File: config.mk
export PLATFORM = sky130hd
export DESIGN_NAME = stim_sequencer
export DESIGN_NICKNAME = d
export VERILOG_FILES = /design/src/rtl/stim_pkg.sv /design/src/rtl/stim_table.sv /design/src/rtl/stim_sequencer.sv
export SDC_FILE = /design/constraint.sdc
export NUM_CORES = 1
export LEC_CHECK = 0
export ABC_CLOCK_PERIOD_IN_PS = 8100
export CAP_MARGIN = 15
export CELL_PAD_IN_SITES_DETAIL_PLACEMENT = 0
export CELL_PAD_IN_SITES_GLOBAL_PLACEMENT = 1
export CORE_ASPECT_RATIO = 1.2
export CORE_MARGIN = 3
export CORE_UTILIZATION = 45
export CTS_CLUSTER_SIZE = 25
export DETAILED_ROUTE_END_ITERATION = 10
export PLACE_DENSITY = 0.71
export SLEW_MARGIN = 20
export SYNTH_ARGS = -nofsm -noshare
export SYNTH_HDL_FRONTEND = slang
export SYNTH_SLANG_ARGS = --single-unit
File: constraint.sdc
create_clock -name clk -period 8.1 [get_ports clk]
set_input_delay 1.62 -clock clk [delete_from_list [all_inputs] [get_ports clk]]
set_output_delay 1.62 -clock clk [all_outputs]
set_load 0.01 [all_outputs]
File: src/rtl/stim_pkg.sv
// Shared definitions for the stimulus sequencer: entry layout, FSM state codes
// and field widths. Optional build macro STIM_SEQ_WAIT_EN enables the WAIT
// handshake in stim_sequencer (see that file).
package stim_pkg;

   localparam int STIM_SW_W   = 16;
   localparam int STIM_DLY_W  = 16;
   localparam int STIM_FLAG_W = 5;
   localparam int STIM_ENTRY_W = STIM_SW_W + STIM_DLY_W + STIM_FLAG_W;

   // Packed table entry, MSB first: {LAST, WAIT, RST, CONT, RUN, DLY, S}
   typedef struct packed {
      logic                  last;
      logic                  wait_f;
      logic                  rst;
      logic                  cont;
      logic                  run;
      logic [STIM_DLY_W-1:0] dly;
      logic [STIM_SW_W-1:0]  s;
   } stim_entry_t;

   // FSM state codes
   localparam logic [2:0] ST_IDLE  = 3'd0;
   localparam logic [2:0] ST_APPLY = 3'd1;
   localparam logic [2:0] ST_HOLD  = 3'd2;
   localparam logic [2:0] ST_WAITC = 3'd3;
   localparam logic [2:0] ST_DONE  = 3'd4;

   // Width of a packed entry for arbitrary switch/delay widths
   function automatic int entry_width(input int sw_w, input int dly_w);
      return sw_w + dly_w + STIM_FLAG_W;
   endfunction

endpackage

File: src/rtl/stim_table.sv
// Entry storage for the stimulus sequencer: DEPTH x W register file with one
// synchronous write port and one asynchronous read port. Not reset.
module stim_table
   import stim_pkg::*;
#(
   parameter int DEPTH = 16,
   parameter int W     = STIM_ENTRY_W
) (
   input  logic                     clk,
   input  logic                     wr_en,
   input  logic [$clog2(DEPTH)-1:0] wr_addr,
   input  logic [W-1:0]             wr_data,
   input  logic [$clog2(DEPTH)-1:0] rd_addr,
   output logic [W-1:0]             rd_data
);

   logic [W-1:0] mem [DEPTH];

   // Write one entry on the rising edge when enabled
   always_ff @(posedge clk) begin
      if (wr_en) begin
         mem[wr_addr] <= wr_data;
      end
   end

   assign rd_data = mem[rd_addr];

endmodule

File: src/rtl/stim_sequencer.sv
// Plays back a table of switch vectors and active-low control pulses to a DUT.
// Each step: one APPLY cycle, then the pulse cycle plus DLY hold cycles, then
// either the next step or DONE. Build macro STIM_SEQ_WAIT_EN adds a WAITC
// state that stalls after the hold until wait_in is seen high.
module stim_sequencer
   import stim_pkg::*;
#(
   parameter int SW_W  = STIM_SW_W,
   parameter int DEPTH = 16,
   parameter int DLY_W = STIM_DLY_W
) (
   input  logic                          clk,
   input  logic                          rst_n,
   input  logic                          start,
   input  logic                          abort,
   input  logic                          wr_en,
   input  logic [$clog2(DEPTH)-1:0]      wr_addr,
   input  logic [SW_W+DLY_W+STIM_FLAG_W-1:0] wr_data,
   input  logic                          wait_in,
   output logic [SW_W-1:0]               s_out,
   output logic                          run_n,
   output logic                          continue_n,
   output logic                          dut_reset_n,
   output logic                          busy,
   output logic                          done,
   output logic [$clog2(DEPTH)-1:0]      step_idx
);

   localparam int AW     = $clog2(DEPTH);
   localparam int EW     = entry_width(SW_W, DLY_W);
   localparam int RUN_B  = SW_W + DLY_W;
   localparam int CONT_B = RUN_B + 1;
   localparam int RST_B  = RUN_B + 2;
   localparam int WAIT_B = RUN_B + 3;
   localparam int LAST_B = RUN_B + 4;
   localparam logic [AW-1:0] LAST_IDX = AW'(DEPTH - 1);

   logic [2:0]       state;
   logic [EW-1:0]    cur;
   logic [DLY_W-1:0] hold_cnt;
   logic [AW-1:0]    rd_addr;
   logic [EW-1:0]    rd_data;
   logic             tbl_we;
   logic             final_step;

   // The table is locked while a playback is in progress
   assign tbl_we = wr_en & ~busy;

   stim_table #(
      .DEPTH (DEPTH),
      .W     (EW)
   ) u_table (
      .clk     (clk),
      .wr_en   (tbl_we),
      .wr_addr (wr_addr),
      .wr_data (wr_data),
      .rd_addr (rd_addr),
      .rd_data (rd_data)
   );

   assign busy       = (state == ST_APPLY) || (state == ST_HOLD) || (state == ST_WAITC);
   assign done       = (state == ST_DONE);
   assign final_step = cur[LAST_B] || (step_idx == LAST_IDX);

`ifndef STIM_SEQ_WAIT_EN
   logic unused_wait;
   assign unused_wait = wait_in ^ cur[WAIT_B];
`endif

   // Read address is the entry about to be latched: 0 on Start, else the next step
   always_comb begin
      rd_addr = '0;
      if (busy) begin
         rd_addr = step_idx + 1'b1;
      end
   end

   // Sequencer FSM; the current entry is latched when entering APPLY so a
   // write on the Start edge cannot alter the step being launched
   always_ff @(posedge clk or negedge rst_n) begin
      if (!rst_n) begin
         state       <= ST_IDLE;
         step_idx    <= '0;
         s_out       <= '0;
         run_n       <= 1'b1;
         continue_n  <= 1'b1;
         dut_reset_n <= 1'b0;
         hold_cnt    <= '0;
         cur         <= '0;
      end else begin
         run_n       <= 1'b1;
         continue_n  <= 1'b1;
         dut_reset_n <= 1'b1;
         if (abort) begin
            state <= ST_IDLE;
         end else begin
            case (state)
               ST_IDLE, ST_DONE: begin
                  if (start) begin
                     state    <= ST_APPLY;
                     step_idx <= '0;
                     cur      <= rd_data;
                  end
               end
               ST_APPLY: begin
                  s_out       <= cur[SW_W-1:0];
                  run_n       <= ~cur[RUN_B];
                  continue_n  <= ~cur[CONT_B];
                  dut_reset_n <= ~cur[RST_B];
                  hold_cnt    <= cur[RUN_B-1:SW_W];
                  state       <= ST_HOLD;
               end
               ST_HOLD: begin
                  if (hold_cnt != '0) begin
                     hold_cnt <= hold_cnt - 1'b1;
`ifdef STIM_SEQ_WAIT_EN
                  end else if (cur[WAIT_B]) begin
                     state <= ST_WAITC;
`endif
                  end else if (final_step) begin
                     state <= ST_DONE;
                  end else begin
                     step_idx <= step_idx + 1'b1;
                     cur      <= rd_data;
                     state    <= ST_APPLY;
                  end
               end
`ifdef STIM_SEQ_WAIT_EN
               ST_WAITC: begin
                  if (wait_in) begin
                     if (final_step) begin
                        state <= ST_DONE;
                     end else begin
                        step_idx <= step_idx + 1'b1;
                        cur      <= rd_data;
                        state    <= ST_APPLY;
                     end
                  end
               end
`endif
               default: state <= ST_IDLE;
            endcase
         end
      end
   end

endmodule

Word level (Yosys, flattened, before mapping)
Memories as Yosys holds them, arrays and structs flattened. Index checks and enable logic that the tools add are counted.

Register bits after elaboration: 79. Output and inout port bits: 25. RAM bits: 592. Memories: 1. Word-level logic and storage cells: 64.

Memory list: u_table.mem (depth 16, width 37, rd ports 1, clocked after Yosys merged registers in 0, write ports 1, line stim_table.sv:17) `logic [W-1:0] mem [DEPTH];`.

$add $sub $neg: 2. Eq/ne operators: 11. Bitwise gates (word level): 6. Mux-type cells: 24. Reduce and logical (&&, ||, !) cells: 12.

Operators by type and width (count): 2-to-1 mux 37 bit (3); one-hot mux 37 bit (2 select lines) (1); one-hot mux 16 bit (2 select lines) (1); 2-to-1 mux 16 bit (1); 2-to-1 mux 4 bit (4); nonzero test 16 bit (1); subtractor 16 x 1 -> 16 bit, second input constant (1); 2-to-1 mux 3 bit (4); one-hot mux 3 bit (3 select lines) (1); 2-to-1 mux 1 bit (8); one-hot mux 4 bit (2 select lines) (1); == test 3 x 2 -> 1 bit, second input constant (2); inequality test 2 bit, second input constant (3); inequality test 3 bit, second input constant (2); inverter 1 bit (5); AND reduction 5 bit (1); adder 4 x 1 -> 4 bit, second input constant (1); == test 4 bit, second input constant (1); AND reduction 2 bit (2); nonzero test 2 bit (2); == test 3 x 1 -> 1 bit, second input constant (1); == test 3 bit, second input constant (1); zero test 3 bit (1); logical OR 1 bit (3); 4 further kinds (4).

Longest topological paths before layout
Gate-level depths: netlist of the first run. An unclocked memory read counts as a cell.

Word-level depth: 8. Mapped depth: 10.

Modules after synthesis
Synthesis of the first run repeated with hierarchy kept, for this count alone.

Cell total of the unflattened synthesis: 1216. Area total of the unflattened synthesis: 25679.6 µm².

By module, submodules not included: stim_table (times used 1, sequential area each 17777.0 µm², cells each 926, area an instance 22201.3 µm²); stim_sequencer (times used 1, sequential area each 1954.4 µm², cells each 290, area an instance 3478.3 µm²).

Least setup slack after synthesis of the first run
Ideal clock, no wire load.

Path type: in2reg. Start point: input wr_en. End point: memory u_table.mem[0][0] (netlist name) (enable). Arrival time: 4.538 ns. Setup time: 0.474 ns. Required time: 7.626 ns. Path buffers: 0. Cell stages on the path: 3. Setup slack: 3.088 ns. Cell sequence: nand2_1 or3_1 nor3_1.

Longest elaborated chain between the ends: 3.

RTL lines: start: declaration (line stim_sequencer.sv:16) `input logic wr_en,`; bitwise AND 1 bit (line stim_sequencer.sv:47) `assign tbl_we = wr_en & ~busy;`; 2-to-1 mux 1 bit (line stim_table.sv:21) `if (wr_en) begin`; 2-to-1 mux 1 bit (not written as such) (line stim_table.sv:22) `mem[wr_addr] <= wr_data;`; end: declaration (line stim_table.sv:17).

Every way passes these cells.

Final worst setup path of the first run
Start point: register state[0]. End point: output busy.

Longest elaborated chain between the ends: 3.

RTL lines: start: declaration (line stim_sequencer.sv:38) `logic [2:0] state;`; start signal: assignment (line stim_sequencer.sv:82) `state <= ST_IDLE;`; start signal: assignment (line stim_sequencer.sv:95) `state <= ST_IDLE;`; start signal: assignment (line stim_sequencer.sv:100) `state <= ST_APPLY;`; == test 3 x 1 -> 1 bit or == test 3 x 2 -> 1 bit (tied branches) (line stim_sequencer.sv:61) `assign busy = (state == ST_APPLY) || (state == ST_HOLD) || (state == ST_WAITC);`; logical OR 1 bit (line stim_sequencer.sv:61); logical OR 1 bit * (line stim_sequencer.sv:61); end: declaration (line stim_sequencer.sv:24) `output logic busy,`.

Mark *: on every way between the ends. The rest lies on a longest branch, timed or not.

==> impl_metrics.yaml, run 1 <==
run_status:
  status: "finished, final reports clean"
worst_setup_path:
  critical_path_class: "flip-flop to output pin"
  cp_num_buf_inv: 2
  arrival_ns: 2.42
  r2r-start: "step_idx[0]"
  slowest_delay_ns: 0.57
  cpLargestDelayFamily: "buffers and inverters"
  r2r_end: "cur[10]"
  cp-start-kind: "flip-flop"
  critical_path.max_fanout: 9
  worstSetupEndpointType: "output pin"
  reg2reg_depth: 8
  r2r_slack_ns: 4.17
  crit_required_ns: 6.48
  cp_slowest_cell: "o21bai_2"
  cp_cell_sequence: "o21bai_2, inv_2, clkdlybuf4s50_1"
yosys:
  netlist_area_um2: 25400
  syn_nets: 1484
  synth_cells: 1435
  synth_flop_cell: "edfxtp_1"
  synth-edff-count: 576
  yosysUniqueCellTypes: 53
  synthTopCellsByArea: "edfxtp_1 (68%), dfrtp_1 (7.5%), mux4_2 (6.2%)"
  async_flop_share: 0.119
  synth_top_area_cell: "edfxtp_1"
  synth_top_area_share: 0.682
  ys_ff_latch: 654
  yosys_warnings: 0
  syn_area_per_cell_um2: 17.7
  yosysSeqAreaShare: 0.759
sta:
  hold_violations: 0
  fmaxAchievable_ghz: 0.248
  worst_pin_slew_ns: 1.07
  setup_viol: 0
  grt_setup_unrepaired: "no"
  worst_hold_slack_ns: 0.396
  final.setup_skew_ns: 0.0174
  post-route-min-period_ns: 4.04
  drv_slew: 0
  setup_tns_ns: 0
  slew_headroom: 0.286
  finalCritPeriodShare: 0.499
clocking:
  cts_buffers: 66
  h-tree-depth: 3
  clk_pin_slew_ns: 0.06
  cts_hold_buffers: 0
  clock_path_buffers: 3
  cts_root_buffer: "clkbuf_16"
  cts_tree: "done"
  clkLatencyLatePin_ns: 0.59
  post_cts_buffers: 0
  cts_resized: 0
  numClockSinks: 654
floorplanning:
  die_w_um: 223
  dieArea_um2: 59300
  io_pins: 72
  die_y_um: 266
  rows: 94
  core_um2: 55300
  start_util: 0.459
layout:
  final_cells: 2292
  synthToLayoutAreaGrowth_pct: 15.4
  fillCellCount: 4342
  fin_nets: 1570
  drive_gt1_frac: 0.192
job:
  cap_violations: 0
placed_design:
  port_buffers: 69
  placed_cells: 2171
  gp_congestion: 0.721
  dpl.hpwl_mm: 27.9
hold_path:
  hp-class: "flip-flop to flip-flop"
  hold_path_end: "continue_n"
  hold_depth: 1
  hp-start: "cur[33]"
global_routing:
  grt_pass1_wl_mm: 87.7
  track_usage: 0.199
  antenna_found_initial: 4
  grt_max_degree: 103
  overflow: 0
  first_global_vias: 14001
route:
  vias: 13432
  viasPerCell: 5.86
  route.detailed.drc: 0
  drtAntennaViolNets: 0
  wirelength_mm: 58.3
  firstDrtPassIters: 6
  drt_first_iter_violations: 1350
  avgRoutedWirePerCell_um: 25.4
power_and_ir_drop:
  pwr_density_cell_nw_per_um2: 263
  ir_drop_uv: 127
  power.leakage_uw: 0.00935
==> cells in the mapped netlist, types with 2 or more instances <==
cell type / n
a32oi_1: 69
o21bai_1: 2
buf_1: 6
o211ai_2: 49
clkbuf_1: 63
o2bb2ai_1: 3
inv_1: 7
edfxtp_1: 576
dfstp_2: 2
a21oi_1: 24
o21ai_0: 62
o211ai_1: 22
a22oi_1: 2
nand2_1: 198
mux4_2: 70
xnor2_1: 2
nor2_1: 29
nor3_1: 11
mux2i_1: 73
nand2b_1: 5
buf_6: 3
o31ai_1: 3
mux2_2: 18
buf_2: 11
a221o_1: 2
o22ai_1: 2
a221oi_1: 2
dfrtp_1: 76
ha_1: 2
or3_1: 5
nand3_1: 8
a22o_1: 2
and2_1: 3
nand3b_1: 2
nor4_1: 3
==> power breakdown <==
| group | total [uW] | switching, uW | internal [uW] |
|---|---|---|---|
| registers | 3980 | 125 | 3850 |
| clock network | 3100 | 1220 | 1880 |
| logic | 635 | 376 | 259 |
==> layer usage <==
layer,wire [um],track usage,up-vias,share of wire
li1,-,-,5898,-
met1,25200,0.276,7043,0.43
met2,28200,0.321,394,0.48
met3,3290,0.0337,93,0.056
met4,1530,0.0727,4,0.026
met5,27,0,-,0.00046
==> cell families after synthesis <==
group,after synthesis,synth area share
adder cells (fa/ha/maj),2,0.000986
multiplexers,161,0.0989
buffers and inverters,92,0.0155
AO/OA/AOI/OAI,249,0.0795
XOR/XNOR,3,0.00104
flip-flops,654,0.759
AND/OR/NAND/NOR,274,0.0452
==> cell type report <==
cell class | instances | area (um^2) | area share
sequential | 654 | 19300 | 0.658
multi-input combinational | 689 | 5880 | 0.201
clock buffer | 93 | 1930 | 0.0659
timing repair buffer | 102 | 973 | 0.0333
tap | 720 | 901 | 0.0308
clock inverter | 24 | 299 | 0.0102
inverter | 8 | 30.0 | 0.00103
antenna | 2 | 5.00 | 0.000171
==> through the flow <==
| step | instance area [um^2] | total power (uW) | worst slack, ns | utilization |
|---|---|---|---|---|
| detailed placement | 27000 | 4680 | 3.80 | 0.488 |
| global placement | 27000 | 4660 | 3.87 | 0.488 |
| global route | 29300 | 7980 | 3.88 | 0.530 |
| CTS | 29200 | 7780 | 3.66 | 0.529 |
| floorplan | 25400 | 4360 | 3.09 | - |
| finish | 29300 | 7710 | 4.06 | 0.530 |
==> how the worst max path moves through the flow <==
stage | startpoint | endpoint | slack [ns] | depth (start not counted)
finish | state[0] | busy | 4.06 | 3
global route | step_idx[0] | cur[9] | 3.88 | 8
CTS | state[0] | busy | 3.66 | 3
detailed placement | wr_addr[0] | u_table.mem[7][20] | 3.80 | 4
global placement | wr_addr[0] | u_table.mem[7][24] | 3.87 | 4
floorplan | wr_en | u_table.mem[0][0] | 3.09 | 3
==> layout by cell type (no fill, tap or decap), drive strengths merged, types with 9 or more instances in the layout <==
cell type      netlist  routed
edfxtp             576     576
nand2              198     198
clkbuf              63      93
dfrtp               76      76
mux2i               73      73
o211ai              71      71
mux4                70      70
a32oi               69      69
clkdlybuf4s50        0      68
o21ai               62      62
buf                 21      34
nor2                29      29
a21oi               24      24
mux2                18      18
clkinv               0      14
nor3                11      11
nand3                9       9
inv                  8       9
==> flip-flops by register name (all words and copies together) (netlist names) <==
register	cells
hold_cnt	16
s_out	16
step_idx	4
cur	36
continue_n	1
dut_reset_n	1
u_table.mem	576
state	3
run_n	1
Note: power is estimated with default switching activity, not from simulation.
==> run 2, diff against run 1 <==
--- a/config.mk
+++ b/config.mk
@@ -5,7 +5,7 @@
 export SDC_FILE = /design/constraint.sdc
 export NUM_CORES = 1
 export LEC_CHECK = 0
-export ABC_CLOCK_PERIOD_IN_PS = 8100
+export ABC_CLOCK_PERIOD_IN_PS = 3400
 export CAP_MARGIN = 15
 export CELL_PAD_IN_SITES_DETAIL_PLACEMENT = 0
 export CELL_PAD_IN_SITES_GLOBAL_PLACEMENT = 1
@@ -14,7 +14,7 @@
 export CORE_UTILIZATION = 45
 export CTS_CLUSTER_SIZE = 25
 export DETAILED_ROUTE_END_ITERATION = 10
-export PLACE_DENSITY = 0.71
+export PLACE_DENSITY = 0.73
 export SLEW_MARGIN = 20
 export SYNTH_ARGS = -nofsm -noshare
 export SYNTH_HDL_FRONTEND = slang
==> constraint.sdc (replaced) <==
create_clock -name clk -period 3.4 [get_ports clk]
set_input_delay 0.68 -clock clk [delete_from_list [all_inputs] [get_ports clk]]
set_output_delay 0.68 -clock clk [all_outputs]
set_load 0.01 [all_outputs]
==> impl_metrics.yaml, run 2 (same netlist as run 1, synthesis figures left out) <==
route:
  route.detailed.drc: 0
  avgRoutedWirePerCell_um: 25.4
  vias: 13535
  firstDrtPassIters: 5
  drtAntennaViolNets: 0
  wirelength_mm: 58.4
  viasPerCell: 5.88
  drt_first_iter_violations: 1416
sta:
  final.setup_skew_ns: 0.0173
  finalCritPeriodShare: 0.910
  post-route-min-period_ns: 3.09
  fmaxAchievable_ghz: 0.323
  setup_viol: 0
  slew_headroom: 0.518
  setup_tns_ns: 0
  drv_slew: 0
  worst_pin_slew_ns: 0.723
  grt_setup_unrepaired: "no"
  hold_violations: 0
  worst_slack_ns: 0.305
layout:
  fillCellCount: 4287
  reg_top3: "u_table.mem (576), cur (36)"
  synthToLayoutAreaGrowth_pct: 16.1
  drive_gt1_frac: 0.197
  final_common_cell: "edfxtp_1"
  seqCellArea_um2: 19300
  multi_input_area_um2: 5900
  fin_nets: 1580
  top_register: "u_table.mem"
  final_cell_mix: "edfxtp_1 (576), nand2_1 (195), dfrtp_1 (75)"
  largest_reg_flops: 576
worst_setup_path:
  r2r_end: "cur[36]"
  reg2reg_depth: 9
  arrival_ns: 3.57
  r2r-start: "hold_cnt[0]"
  critical_path.max_fanout: 36
  critical_path_class: "flip-flop to flip-flop"
  r2r_slack_ns: 0.31
  cp-start-kind: "flip-flop"
  startpoint: "hold_cnt[0]"
  crit_required_ns: 3.88
  worstSetupEndpointType: "flip-flop"
hold_path:
  hold_depth: 1
  hp-class: "flip-flop to flip-flop"
  hp-start: "cur[32]"
  hold_path_end: "run_n"
power_and_ir_drop:
  p_comb_frac: 0.087
  seqPwrFrac: 0.534
  ir_drop_uv: 396
  pwr_density_cell_nw_per_um2: 602
  power.leakage_uw: 0.00937
  sw_frac_of_total: 0.231
  clockPowerShare: 0.379
  power.switching_uw: 4090
  p_int_uw: 13700
placed_design:
  port_buffers: 69
  gp_congestion: 0.725
  dpl.hpwl_mm: 29.3
  place_ws_ns: 0.307
floorplanning:
  rows: 94
  dieArea_um2: 59300
  die_y_um: 266
  core_um2: 55300
  start_util: 0.459
  io_pins: 72
  die_w_um: 223
clocking:
  clkLatencyLatePin_ns: 0.59
  cts_buffers: 61
  h-tree-depth: 2
  clock_path_buffers: 3
  clk_pin_slew_ns: 0.06
  numClockSinks: 654
  cts_tree: "done"
  cts_root_buffer: "clkbuf_16"
global_routing:
  grt_max_degree: 81
  first_global_vias: 13917
  track_usage: 0.197
  antenna_found_initial: 3
  grt_pass1_wl_mm: 88.0
  overflow: 0
run_status:
  status: "finished, final reports clean"
job:
  cap_violations: 0
-- run 2: cell type report --
cell class / count / area share
Sequential cell: 654 / 0.653
Multi-Input combinational cell: 689 / 0.200
Clock buffer: 76 / 0.0551
Timing Repair Buffer: 117 / 0.0471
Tap cell: 720 / 0.0306
Clock inverter: 37 / 0.0123
Inverter: 8 / 0.00102
Antenna cell: 1 / 0.0000849
-- run 2: per-layer routing --
layer	vias to the layer above	part of all wire	GRT usage	wire, um
met1	7074	0.42	0.278	24700
li1	5923	-	-	-
met5	-	0.00019	0	11
met2	455	0.49	0.324	28700
met4	2	0.020	0.0483	1150
met3	81	0.066	0.0336	3880
-- run 2: critical path, stage by stage (launching register included) --
cell and delay, ns:
dfrtp_1 0.38, inv_1 0.10, ha_1 0.18, or4b_1 0.54, or4_4 0.52, o31ai_4 0.33
and4_2 0.30, buf_12 0.32, o21ai_0 0.16, o211a_1 0.13
-- run 2: power groups by stage --
stage          Clock (uW)  Combinational [uW]  Sequential [uW]
2_1_floorplan           0                 815             9560
3_3_place_gp            0                1530             9630
4_1_cts              6860                1570             9480
6_report             6720                1550             9480
3_5_place_dp            0                1560             9640
5_1_grt              7190                1700             9530
-- run 2: how the worst max path moves through the flow --
stage	depth (start not counted)	slack, ns	endpoint
floorplan	4	0.12	u_table.mem[8][0]
global placement	6	0.34	hold_cnt[2]
detailed placement	6	0.31	hold_cnt[8]
CTS	9	0.30	cur[32]
global route	9	0.08	hold_cnt[14]
finish	9	0.31	cur[36]
-- run 2: repair_timing --
| action | in CTS | in global routing |
|---|---|---|
| hold buffers | 1 | 0 |
| resized for setup | 0 | 0 |
| endpoints found under the hold margin | 20 | 0 |
| buffers inserted | 0 | 0 |
-- run 2: metrics by stage --
stage / hold slack (ns) / util / power, uW / area [um^2] / instances
2_1_floorplan: 0.372 / - / 10400 / 25400 / 1435
3_3_place_gp: 0.422 / 0.497 / 11200 / 27500 / 2187
3_5_place_dp: 0.425 / 0.497 / 11200 / 27500 / 2187
4_1_cts: 0.425 / 0.533 / 17900 / 29500 / 2301
5_1_grt: 0.452 / 0.533 / 18400 / 29500 / 2302
6_report: 0.418 / 0.533 / 17800 / 29500 / 2302
==> run 3, diff against run 2 <==
==> constraint.sdc (replaced) <==
create_clock -name clk -period 3.4 [get_ports clk]
set_input_delay 0.51 -clock clk [delete_from_list [all_inputs] [get_ports clk]]
set_output_delay 0.51 -clock clk [all_outputs]
set_load 0.01 [all_outputs]
==> impl_metrics.yaml, run 3 (same netlist as run 1, synthesis figures left out) <==
route:
  vias: 13546
  routed-wl-met3_mm: 3.60
  wl_met2_mm: 28.2
  top_layer_used: "met5"
  wl_met1_mm: 25.0
  drtAntennaViolNets: 0
  firstDrtPassIters: 8
  drt_first_iter_violations: 1398
  wirelength_mm: 57.9
  viasPerCell: 5.86
  route.detailed.drc: 0
  avgRoutedWirePerCell_um: 25.1
clocking:
  h-tree-depth: 2
  clk_pin_slew_ns: 0.07
  clock_path_buffers: 3
  post_cts_buffers: 0
  cts_buffers: 61
  cts_root_buffer: "clkbuf_16"
  numClockSinks: 654
  cts_tree: "done"
  clkLatencyLatePin_ns: 0.64
layout:
  final_common_cell: "edfxtp_1"
  fin_nets: 1583
  final_cell_mix: "edfxtp_1 (576), nand2_1 (195), dfrtp_1 (75)"
  fin_area_um2: 29500
  largest_reg_flops: 576
  drive_gt1_frac: 0.200
  reg_top3: "u_table.mem (576), cur (36)"
  final_cells: 2310
  synthToLayoutAreaGrowth_pct: 16.3
  fillCellCount: 4314
  top_register: "u_table.mem"
floorplanning:
  die_y_um: 266
  io_pins: 72
  start_util: 0.459
  core_um2: 55300
  die_w_um: 223
  rows: 94
  dieArea_um2: 59300
sta:
  final.setup_skew_ns: 0.0194
  hold_violations: 0
  worst_hold_slack_ns: 0.449
  grt_setup_unrepaired: "no"
  finalCritPeriodShare: 0.915
  worst_pin_slew_ns: 0.764
  drv_slew: 0
  slew_headroom: 0.491
  setup_viol: 0
  fmaxAchievable_ghz: 0.321
  post-route-min-period_ns: 3.11
  setup_tns_ns: 0
power_and_ir_drop:
  power.leakage_uw: 0.00943
  ir_drop_uv: 407
  total_power_uw: 17900
  pwr_density_cell_nw_per_um2: 607
placed_design:
  dpl.hpwl_mm: 29.9
  gp_congestion: 0.741
  placed_cell_area_um2: 27500
  port_buffers: 69
  placed_cells: 2190
worst_setup_path:
  critical_path.max_fanout: 23
  worstSetupEndpointType: "flip-flop"
  crit_required_ns: 3.87
  arrival_ns: 3.58
  reg2reg_depth: 9
  critical_path_class: "flip-flop to flip-flop"
  cp-start-kind: "flip-flop"
global_routing:
  track_usage: 0.196
  first_global_vias: 14052
  overflow: 0
  grt_max_degree: 81
  grt_pass1_wl_mm: 87.6
  antenna_found_initial: 5
run_status:
  status: "finished, final reports clean"
hold_path:
  hp-class: "input pin to asynchronous set/reset pin"
job:
  cap_violations: 0
run 3: cell count changes in the layout (fill, tap and decap cells not counted), sizes merged:
cell      delta
clkbuf       +8
clkinvlp     -6
buf          +3
inv          +3
diode        +2
bufinv       -1
clkinv       -1
run 3: per-stage QoR:
| stage | utilization | setup slack [ns] |
|---|---|---|
| floorplan | - | 0.123 |
| global placement | 0.497 | 0.364 |
| detailed placement | 0.497 | 0.309 |
| CTS | 0.534 | 0.291 |
| global route | 0.534 | 0.0581 |
| finish | 0.534 | 0.288 |
run 3: repair_timing:
action / in CTS / in global routing
hold buffers: 1 / 0
endpoints found under the hold margin: 32 / 0
gates resized for setup: 0 / 0
run 3: power breakdown:
group / total [uW] / switching [uW] / internal, uW
clock network: 6850 / 2940 / 3910
logic: 1580 / 919 / 657
registers: 9480 / 310 / 9170
total: 17900 / 4170 / 13700
run 3: path summary, 6_finish.rpt:
check,slack [ns],end,start
setup / recovery,0.29,hold_cnt[5],hold_cnt[0]
hold / removal,0.45,hold_cnt[3],rst_n
setup reg to reg,0.29,hold_cnt[5],hold_cnt[0]
hold reg to reg,0.46,continue_n,cur[33]
max in group asynchronous,2.17,run_n,rst_n
min in group clk,0.46,continue_n,cur[33]
run 3: critical path: stages (launching register included):
cell	delay, ns
dfrtp_1	0.38
inv_1	0.10
ha_1	0.20
or4b_1	0.54
or4_4	0.52
nor3_1	0.25
or2_2	0.31
inv_1	0.36
a21oi_1	0.23
a21oi_1	0.07
run 3: cell type report:
cell class	count	area, um^2	area share
diodes	3	7.51	0.000254
clock buffers	84	1710	0.0580
clock inverters	32	318	0.0108
inverters	8	30.0	0.00102
multi-input cells	689	5900	0.200
flip-flops and latches	654	19300	0.652
well taps	720	901	0.0305
repair buffers	120	1390	0.0470
run 3: metal layers:
layer / GRT usage / up-vias
li1: - / 5934
met1: 0.278 / 7123
met2: 0.319 / 407
met3: 0.0302 / 78
met4: 0.0603 / 4
met5: 0 / -
